### config.mk
export PLATFORM = sky130hd
export DESIGN_NAME = branch_update_queue_flat
export DESIGN_NICKNAME = d
export VERILOG_FILES = /design/src/rtl/lc3b_types.sv /design/src/rtl/branch_update_queue_if.sv /design/src/rtl/branch_update_fifo.sv /design/src/rtl/branch_update_queue.sv /design/src/flat_wrapper.sv
export SDC_FILE = /design/constraint.sdc
export NUM_CORES = 1
export LEC_CHECK = 0
export ABC_AREA = 1
export CORE_ASPECT_RATIO = 0.75
export CORE_MARGIN = 5
export CORE_UTILIZATION = 51
export CTS_CLUSTER_DIAMETER = 80
export CTS_CLUSTER_SIZE = 28
export DETAILED_ROUTE_END_ITERATION = 8
export GPL_TIMING_DRIVEN = 0
export PLACE_DENSITY = 0.84
export SETUP_SLACK_MARGIN = 0.2
export SLEW_MARGIN = 20
export SYNTH_ARGS = -nofsm -noshare
export SYNTH_HDL_FRONTEND = slang
export SYNTH_SLANG_ARGS = --single-unit
### constraint.sdc
create_clock -name clk -period 2.57 [get_ports clk]
set_clock_uncertainty 0.2 [all_clocks]
set_input_delay 0.771 -clock clk [delete_from_list [all_inputs] [get_ports clk]]
set_output_delay 0.771 -clock clk [all_outputs]
set_load 0.02 [all_outputs]
### src/rtl/lc3b_types.sv
// rtl/lc3b_types.sv - shared predictor widths and the in-flight branch entry layout
package lc3b_types;

  localparam int LC3B_LS = 8;
  localparam int LC3B_GS = 6;

  // Field order matches the flat word the queue stores, MSB first.
  typedef struct packed {
    logic [LC3B_LS-1:0] l_index;
    logic [LC3B_GS-1:0] g_index;
    logic [1:0]         pred;
    logic               taken;
  } buq_entry_t;

endpackage

### src/rtl/branch_update_queue_if.sv
// rtl/branch_update_queue_if.sv - fetch/execute side bundle of the branch update queue
interface branch_update_queue_if
  import lc3b_types::*;
#(
  parameter int ls    = LC3B_LS,
  parameter int gs    = LC3B_GS,
  parameter int DEPTH = 4
);
  localparam int CW = $clog2(DEPTH + 1);

  logic          push;
  logic [ls-1:0] push_l_index;
  logic [gs-1:0] push_g_index;
  logic [1:0]    push_pred;
  logic          push_taken;
  logic          resolve;
  logic          resolve_taken;
  logic          flush;

  logic          update;
  logic          result;
  logic [ls-1:0] lup_index;
  logic [gs-1:0] gup_index;
  logic [1:0]    pred_out;
  logic          mispredict;
  logic          full;
  logic          empty;
  logic [CW-1:0] count;
  logic [15:0]   stat_resolved;
  logic [15:0]   stat_mispred;

  modport master (
    output push, push_l_index, push_g_index, push_pred, push_taken,
    output resolve, resolve_taken, flush,
    input  update, result, lup_index, gup_index, pred_out, mispredict,
    input  full, empty, count, stat_resolved, stat_mispred
  );

  modport slave (
    input  push, push_l_index, push_g_index, push_pred, push_taken,
    input  resolve, resolve_taken, flush,
    output update, result, lup_index, gup_index, pred_out, mispredict,
    output full, empty, count, stat_resolved, stat_mispred
  );

endinterface

### src/rtl/branch_update_fifo.sv
// rtl/branch_update_fifo.sv - program-order storage for in-flight branch entries
module branch_update_fifo #(
  parameter int W     = 17,
  parameter int DEPTH = 4
) (
  input  logic                       clk,
  input  logic                       rst_n,
  input  logic                       wr_req,
  input  logic [W-1:0]               wr_data,
  input  logic                       rd_req,
  input  logic                       flush,
  output logic [W-1:0]               rd_data,
  output logic                       rd_ok,
  output logic [$clog2(DEPTH+1)-1:0] count,
  output logic                       full,
  output logic                       empty
);
  localparam int AW = $clog2(DEPTH);
  localparam int CW = $clog2(DEPTH + 1);

  logic [W-1:0]  mem_q [DEPTH];
  logic [AW-1:0] wr_ptr_q, wr_ptr_d;
  logic [AW-1:0] rd_ptr_q, rd_ptr_d;
  logic [CW-1:0] count_q, count_d;
  logic          wr_ok;

  assign empty   = (count_q == '0);
  assign full    = (count_q == CW'(DEPTH));
  assign count   = count_q;
  assign rd_data = mem_q[rd_ptr_q];

  // A full queue still takes a push when the head retires in the same cycle.
  assign rd_ok = rd_req && !empty;
  assign wr_ok = wr_req && !flush && (!full || rd_ok);

  always_comb begin
    wr_ptr_d = wr_ptr_q;
    rd_ptr_d = rd_ptr_q;
    count_d  = count_q;
    if (flush) begin
      wr_ptr_d = '0;
      rd_ptr_d = '0;
      count_d  = '0;
    end else begin
      if (wr_ok) wr_ptr_d = wr_ptr_q + AW'(1);
      if (rd_ok) rd_ptr_d = rd_ptr_q + AW'(1);
      case ({wr_ok, rd_ok})
        2'b10:   count_d = count_q + CW'(1);
        2'b01:   count_d = count_q - CW'(1);
        default: count_d = count_q;
      endcase
    end
  end

  always_ff @(posedge clk) begin
    if (!rst_n) begin
      wr_ptr_q <= '0;
      rd_ptr_q <= '0;
      count_q  <= '0;
    end else begin
      wr_ptr_q <= wr_ptr_d;
      rd_ptr_q <= rd_ptr_d;
      count_q  <= count_d;
    end
  end

  always_ff @(posedge clk) begin
    if (wr_ok) mem_q[wr_ptr_q] <= wr_data;
  end

endmodule

### src/rtl/branch_update_queue.sv
// rtl/branch_update_queue.sv - branch predictor training queue; BUQ_STATS_EN adds resolve/mispredict counters
module branch_update_queue
  import lc3b_types::*;
#(
  parameter int ls    = LC3B_LS,
  parameter int gs    = LC3B_GS,
  parameter int DEPTH = 4
) (
  input logic                  clk,
  input logic                  rst_n,
  branch_update_queue_if.slave bus
);
  localparam int W = ls + gs + 3;

  logic [W-1:0]  wr_data;
  logic [W-1:0]  head;
  logic          rd_ok;
  logic [ls-1:0] head_l;
  logic [gs-1:0] head_g;
  logic [1:0]    head_pred;
  logic          head_taken;
  logic          mispred_now;

  assign wr_data = {bus.push_l_index, bus.push_g_index, bus.push_pred, bus.push_taken};

  branch_update_fifo #(
    .W     (W),
    .DEPTH (DEPTH)
  ) u_fifo (
    .clk     (clk),
    .rst_n   (rst_n),
    .wr_req  (bus.push),
    .wr_data (wr_data),
    .rd_req  (bus.resolve),
    .flush   (bus.flush),
    .rd_data (head),
    .rd_ok   (rd_ok),
    .count   (bus.count),
    .full    (bus.full),
    .empty   (bus.empty)
  );

  assign head_l      = head[W-1 -: ls];
  assign head_g      = head[gs+2:3];
  assign head_pred   = head[2:1];
  assign head_taken  = head[0];
  assign mispred_now = rd_ok && (bus.resolve_taken ^ head_taken);

  logic          update_q, update_d;
  logic          result_q, result_d;
  logic [ls-1:0] lup_q, lup_d;
  logic [gs-1:0] gup_q, gup_d;
  logic [1:0]    pred_q, pred_d;
  logic          mispredict_q, mispredict_d;

  // A flush does not stop the head from retiring, so training keys only on rd_ok.
  always_comb begin
    update_d     = rd_ok;
    mispredict_d = mispred_now;
    result_d     = result_q;
    lup_d        = lup_q;
    gup_d        = gup_q;
    pred_d       = pred_q;
    if (rd_ok) begin
      result_d = bus.resolve_taken;
      lup_d    = head_l;
      gup_d    = head_g;
      pred_d   = head_pred;
    end
  end

  always_ff @(posedge clk) begin
    if (!rst_n) begin
      update_q     <= 1'b0;
      result_q     <= 1'b0;
      lup_q        <= '0;
      gup_q        <= '0;
      pred_q       <= '0;
      mispredict_q <= 1'b0;
    end else begin
      update_q     <= update_d;
      result_q     <= result_d;
      lup_q        <= lup_d;
      gup_q        <= gup_d;
      pred_q       <= pred_d;
      mispredict_q <= mispredict_d;
    end
  end

  assign bus.update     = update_q;
  assign bus.result     = result_q;
  assign bus.lup_index  = lup_q;
  assign bus.gup_index  = gup_q;
  assign bus.pred_out   = pred_q;
  assign bus.mispredict = mispredict_q;

`ifdef BUQ_STATS_EN
  logic [15:0] stat_resolved_q, stat_resolved_d;
  logic [15:0] stat_mispred_q, stat_mispred_d;

  always_comb begin
    stat_resolved_d = stat_resolved_q;
    stat_mispred_d  = stat_mispred_q;
    if (rd_ok && stat_resolved_q != 16'hFFFF) stat_resolved_d = stat_resolved_q + 16'd1;
    if (mispred_now && stat_mispred_q != 16'hFFFF) stat_mispred_d = stat_mispred_q + 16'd1;
  end

  always_ff @(posedge clk) begin
    if (!rst_n) begin
      stat_resolved_q <= '0;
      stat_mispred_q  <= '0;
    end else begin
      stat_resolved_q <= stat_resolved_d;
      stat_mispred_q  <= stat_mispred_d;
    end
  end

  assign bus.stat_resolved = stat_resolved_q;
  assign bus.stat_mispred  = stat_mispred_q;
`else
  assign bus.stat_resolved = 16'h0000;
  assign bus.stat_mispred  = 16'h0000;
`endif

endmodule

### src/flat_wrapper.sv
// flat-port wrapper written by rule: the top's interface ports become plain ports
module branch_update_queue_flat import lc3b_types::*;
#(
  parameter int ls    = LC3B_LS,
  parameter int gs    = LC3B_GS,
  parameter int DEPTH = 4
)
  (clk, rst_n, bus_push, bus_push_l_index, bus_push_g_index, bus_push_pred, bus_push_taken, bus_resolve, bus_resolve_taken, bus_flush, bus_update, bus_result, bus_lup_index, bus_gup_index, bus_pred_out, bus_mispredict, bus_full, bus_empty, bus_count, bus_stat_resolved, bus_stat_mispred);
  branch_update_queue_if #(.ls(ls), .gs(gs), .DEPTH(DEPTH)) bus_i ();
  input logic clk;
  input logic rst_n;
  input wire logic [$bits(bus_i.push)-1:0] bus_push;
  input wire logic [$bits(bus_i.push_l_index)-1:0] bus_push_l_index;
  input wire logic [$bits(bus_i.push_g_index)-1:0] bus_push_g_index;
  input wire logic [$bits(bus_i.push_pred)-1:0] bus_push_pred;
  input wire logic [$bits(bus_i.push_taken)-1:0] bus_push_taken;
  input wire logic [$bits(bus_i.resolve)-1:0] bus_resolve;
  input wire logic [$bits(bus_i.resolve_taken)-1:0] bus_resolve_taken;
  input wire logic [$bits(bus_i.flush)-1:0] bus_flush;
  output wire logic [$bits(bus_i.update)-1:0] bus_update;
  output wire logic [$bits(bus_i.result)-1:0] bus_result;
  output wire logic [$bits(bus_i.lup_index)-1:0] bus_lup_index;
  output wire logic [$bits(bus_i.gup_index)-1:0] bus_gup_index;
  output wire logic [$bits(bus_i.pred_out)-1:0] bus_pred_out;
  output wire logic [$bits(bus_i.mispredict)-1:0] bus_mispredict;
  output wire logic [$bits(bus_i.full)-1:0] bus_full;
  output wire logic [$bits(bus_i.empty)-1:0] bus_empty;
  output wire logic [$bits(bus_i.count)-1:0] bus_count;
  output wire logic [$bits(bus_i.stat_resolved)-1:0] bus_stat_resolved;
  output wire logic [$bits(bus_i.stat_mispred)-1:0] bus_stat_mispred;
  assign bus_i.push = bus_push;
  assign bus_i.push_l_index = bus_push_l_index;
  assign bus_i.push_g_index = bus_push_g_index;
  assign bus_i.push_pred = bus_push_pred;
  assign bus_i.push_taken = bus_push_taken;
  assign bus_i.resolve = bus_resolve;
  assign bus_i.resolve_taken = bus_resolve_taken;
  assign bus_i.flush = bus_flush;
  assign bus_update = bus_i.update;
  assign bus_result = bus_i.result;
  assign bus_lup_index = bus_i.lup_index;
  assign bus_gup_index = bus_i.gup_index;
  assign bus_pred_out = bus_i.pred_out;
  assign bus_mispredict = bus_i.mispredict;
  assign bus_full = bus_i.full;
  assign bus_empty = bus_i.empty;
  assign bus_count = bus_i.count;
  assign bus_stat_resolved = bus_i.stat_resolved;
  assign bus_stat_mispred = bus_i.stat_mispred;
  branch_update_queue #(.ls(ls), .gs(gs), .DEPTH(DEPTH)) u_core (.clk(clk), .rst_n(rst_n), .bus(bus_i));
endmodule
Word-level counts from Yosys, hierarchy flattened
Memories as Yosys holds them, arrays and structs flattened. A register that Yosys moved wholly into a read port is not among the register bits.
Cells that the tools add are included.
- reduce and logical (&&, ||, !) cells: 11
- eq/ne operators: 3
- bitwise gates (word level): 2
- add/sub/neg operators: 4
- multiplexer cells: 5
- operators with widths (kind ; count):
    case mux 3 bit (2 select lines) ; 1
    adder 2 x 1 -> 2 bit (second input constant) ; 2
    logical AND 1 bit ; 4
    two-way mux 2 bit ; 2
    adder 3 x 1 -> 3 bit (second input constant) ; 1
    == test 3 bit (second input constant) ; 1
    zero test 1 bit ; 3
    zero test 3 bit ; 1
    subtractor 3 x 1 -> 3 bit (second input constant) ; 1
    == test 2 x 1 -> 1 bit (second input constant) ; 1
    == test 2 bit (second input constant) ; 1
    two-way mux 1 bit ; 2
    nonzero test 2 bit ; 1
    OR reduction 2 bit ; 1
    logical OR 1 bit ; 1
    inverter 1 bit ; 1
    XOR 1 bit ; 1
- output and inout port bits: 56
- memories kept: 1
- logic and storage cells: 35
- input port bits: 23
- memory bits (writable): 68
- flip-flop bits (word level): 26
- memory list (memory ; words ; width ; rd ports ; clocked after memory_dff ; wr ports ; RTL line ; RTL):
    u_core.u_fifo.mem_q ; 4 ; 17 ; 1 ; 1 ; 1 ; branch_update_fifo.sv:21 ; logic [W-1:0] mem_q [DEPTH];

Logic depth before layout (Yosys ltp)
- depth in word-level cells: 7
- depth in mapped cells: 9
- mapped depth without buffers: 9

Cells and area by module
From an unflattened synthesis, not the netlist that was laid out.
- cell total of the unflattened synthesis: 349
- area total of the unflattened synthesis: 3941.3 um^2
- modules (own cells, without submodules) (module ; cells an instance ; seq. area each (um^2) ; area each (um^2) ; instances):
    branch_update_fifo ; 235 ; 2222.1 ; 3025.4 ; 1
    branch_update_queue ; 114 ; 380.4 ; 915.9 ; 1

Worst setup path before layout
Ideal clock, no wire load.
- path type: input to register
- start: input port bus_flush
- end: memory u_core.u_fifo.mem_q[0][0], enable pin
- arrival time: 1820 ps
- path buffers: 0
- data required time: 1979 ps
- library setup time: 391 ps
- slack: 159 ps
- cell stages on the path: 5
- cell sequence: inv_1 > nand2_1 > inv_2 > o21ai_4 > nor2_1
- cells in the longest elaborated chain, start to end: 5
- ends and longest elaborated chain (element ; RTL line ; RTL):
    start: declaration ; flat_wrapper.sv:19 ; input wire logic [$bits(bus_i.flush)-1:0] bus_flush;
    zero test 1 bit ; branch_update_fifo.sv:34 ; assign wr_ok = wr_req && !flush && (!full || rd_ok);
    logical AND 1 bit (2 in series) ; branch_update_fifo.sv:34 ;
    two-way mux 1 bit ; branch_update_fifo.sv:68 ; if (wr_ok) mem_q[wr_ptr_q] <= wr_data;
    two-way mux 1 bit (implied by the code) ; branch_update_fifo.sv:68 ;
    end: declaration ; branch_update_fifo.sv:21 ;
Every way passes these cells.

Final worst setup path
- start: input port bus_flush
- end: memory u_core.u_fifo.mem_q[3][16], enable pin
The elaborated chain is that of the path after synthesis.

==> out/metrics.csv <==
metric,value,unit
status,"complete, no violations",
# IOs,79,
hold crit path type,reg -> reg,
CORE AREA,7430,sq um
placed cells,526,
endpoint class of the critical path,flip-flop,
Root Driver,clkbuf_8,
number of CTS-inserted buffers,9,
worst-path fanout max,9,
Fmax,0.434,GHz
DP Wirelength,5830,um
fin crit period,2.30,ns
fin util,65.8,%
worst skew pair latency,0.36,ns
Leak,1.92,nW
Vert. Die Dim,86.0,um
Port Buffer Count,46,
pin count of the biggest net entering global routing,17,
synth warn,0,
Post CTS Setup Buffer Count,0,
Post-Syn Instances,344,
Area Overhead vs Synth,24.4,%
# rows,27,
Avg WL per Cell,15.1,um
Post-Route M1 WL,3470,um
total power,2.90,mW
DR vias/cell,4.91,
Worst EP arrival,2.17,ns
CP max stage cell,clkdlybuf4s50_1,
Final Max Tran Viols,0,
CP max stage delay,0.44,ns
Worst Setup Start Kind,input pin,
Total GRT Usage,17.3,%
"Reg clk slew, reported paths",0.09,ns
post-route setup TNS,0,ns
Yosys reg bits,96,
CTS H-tree lvls,3,
drt pass-1 iters,4,
initial antenna violation count,0,
initial DRC count,169,
unrepaired setup endpoints after global routing,yes,
"buffers from clock root to sink, at most",2,
met2 WL,3630,um
ANT nets after route,0,
# DRC,0,
# clock sinks,96,
Synth cell types,29,
Vias,2663,
highest routed layer,met4,
hold_ws,0.272,ns
sequential share of the synthesized area,66.2,%
crit-path cells,clkdlybuf4s50_1 > inv_1 > nand2_1 > inv_2 > o21ai_4 > nor2_4 > buf_6,
Post-Route WL,8170,um
Antenna Cells,0,
worst vdd ir,379,uV
die area,9580,sq um
CTS tree,done,
Cell Pwr Density,593,nW/um^2
post-synthesis cell area,3930,sq um
fillers,567,
post-route clock period utilization,89.6,%
routed length on met3,962,um
syn_area_per_cell,11.4,sq um
NumNets Final,464,
MaxCap Viol Count,0,
RePlAce Congestion,0.819,
share of cells above drive strength 1,19.0,%
worst path required time,2.44,ns
Layout Cells excl Fill,542,
Fin. Hold Viols,0,
Die X-Extent,111,um
Final setup viols,0,
vias in the first global route,2580,
grt ovf,0,
Starting Density,52.9,%
Setup Crit Path Kind,in -> reg,
first-pass GRT wire length,12800,um
==> worst paths after layout <==
check / slack [ns] / end / start / cells after the start
setup reg to reg: 0.79 / u_core.u_fifo.mem_q[0][5]$_DFFE_PP_ / u_core.u_fifo.count[0]$_SDFFE_PP0P_ / 5
hold reg to reg: 0.27 / u_core.u_fifo.rd_ptr_q[1]$_SDFFE_PP0P_ / u_core.u_fifo.rd_ptr_q[1]$_SDFFE_PP0P_ / 2
hold / removal: 0.27 / u_core.u_fifo.rd_ptr_q[1]$_SDFFE_PP0P_ / u_core.u_fifo.rd_ptr_q[1]$_SDFFE_PP0P_ / 2
setup / recovery: 0.27 / u_core.u_fifo.mem_q[3][16]$_DFFE_PP_ / bus_flush / 7
==> cell usage after synthesis, drive strengths merged <==
cell	n	area, sq um
ha	4	50.1
o21ai	56	292
o22ai	16	100
nor2	76	290
a21boi	1	7.51
nand4	2	27.5
edfxtp	68	2040
conb	1	3.75
buf	43	323
dfxtp	28	561
fa	1	20.0
clkbuf	3	13.8
nand2	12	57.6
nand3	5	25.0
nor3	1	5.00
xor2	1	8.76
a21oi	7	35.0
inv	19	71.3
==> stage by stage <==
step,area [sq um],setup WS [ns]
floorplan,4050,0.159
global placement,4640,-0.899
detailed placement,4700,-0.264
CTS,4890,0.189
global route,4890,0.191
finish,4890,0.268
==> registers in the layout, indices dropped and copies added, names as in the netlist, 2 cells and up, named ones only <==
signal                  cells
u_core.bus.pred_out         2
u_core.u_fifo.rd_ptr_q      2
u_core.u_fifo.mem_q        68
u_core.u_fifo.count         3
u_core.u_fifo.wr_ptr_q      2
u_core.bus.lup_index        8
u_core.bus.gup_index        6
==> cell families after synthesis <==
| family | count (synthesis) | synth area share, % |
|---|---|---|
| AOI/OAI and AO/OA | 80 | 11.0 |
| adders and majority gates | 5 | 1.78 |
| other | 1 | 0.0954 |
| xor gates and xnor gates | 1 | 0.223 |
| buffers and inverters | 65 | 10.4 |
| and+or+nand+nor | 96 | 10.3 |
| DFF | 96 | 66.2 |
==> placed cells by master (no fill, tap or decap), types with 2 or more instances in the layout <==
cell	netlist	routed
dlygate4sd2_1	0	2
nand2_2	2	2
nor2_4	0	4
inv_1	15	15
dfxtp_1	28	28
ha_1	4	4
clkinv_2	0	2
edfxtp_1	68	68
o21ai_1	10	10
nand3_1	5	4
o22ai_1	16	16
clkdlybuf4s50_1	0	40
conb_1	1	32
a21oi_1	7	7
clkbuf_2	2	4
nor2_2	2	2
buf_8	1	3
o21ai_0	45	45
nor2_1	74	70
dlymetal6s2s_1	0	2
nand2_1	9	9
inv_2	4	4
clkinvlp_4	0	4
buf_2	6	6
buf_4	34	34
clkbuf_8	0	9
buf_6	2	4
==> routing by layer <==
| metal | track usage [%] | up-vias |
|---|---|---|
| li1 | - | 1307 |
| met1 | 22.5 | 1218 |
| met2 | 25.9 | 127 |
| met3 | 7.26 | 11 |
| met4 | 6.52 | 0 |
| met5 | 0 | - |
==> cell type report <==
| type | count | area [sq um] | area share [%] |
|---|---|---|---|
| Sequential cell | 96 | 2600 | 53.2 |
| Multi-Input combinational cell | 214 | 1080 | 22.0 |
| Timing Repair Buffer | 50 | 505 | 10.3 |
| Buffer | 46 | 337 | 6.88 |
| Tap cell | 101 | 126 | 2.58 |
| Clock buffer | 9 | 124 | 2.53 |
| Inverter | 19 | 71.3 | 1.46 |
| Clock inverter | 7 | 48.8 | 0.998 |
==> where the power goes <==
group	internal, mW	switching (mW)	leakage [nW]
Clock	0.348	0.502	0.0772
Combinational	0.145	0.195	0.994
Sequential	1.70	0.0169	0.845
Total	2.19	0.714	1.92
==> worst max-delay path, delay by kind of cell <==
family,cells,cell delay (ns)
and+or+nand+nor,2,0.41
AOI/OAI and AO/OA,1,0.13
buffers and inverters,4,0.85
==> repair_timing <==
item,in CTS,in global routing
resized for setup,8,9
hold endpoints to repair,0,0
gates cloned,0,0
endpoints found under the setup margin,33,6
hold buffers,0,0
No activity file was read; power rests on OpenSTA's default activity.
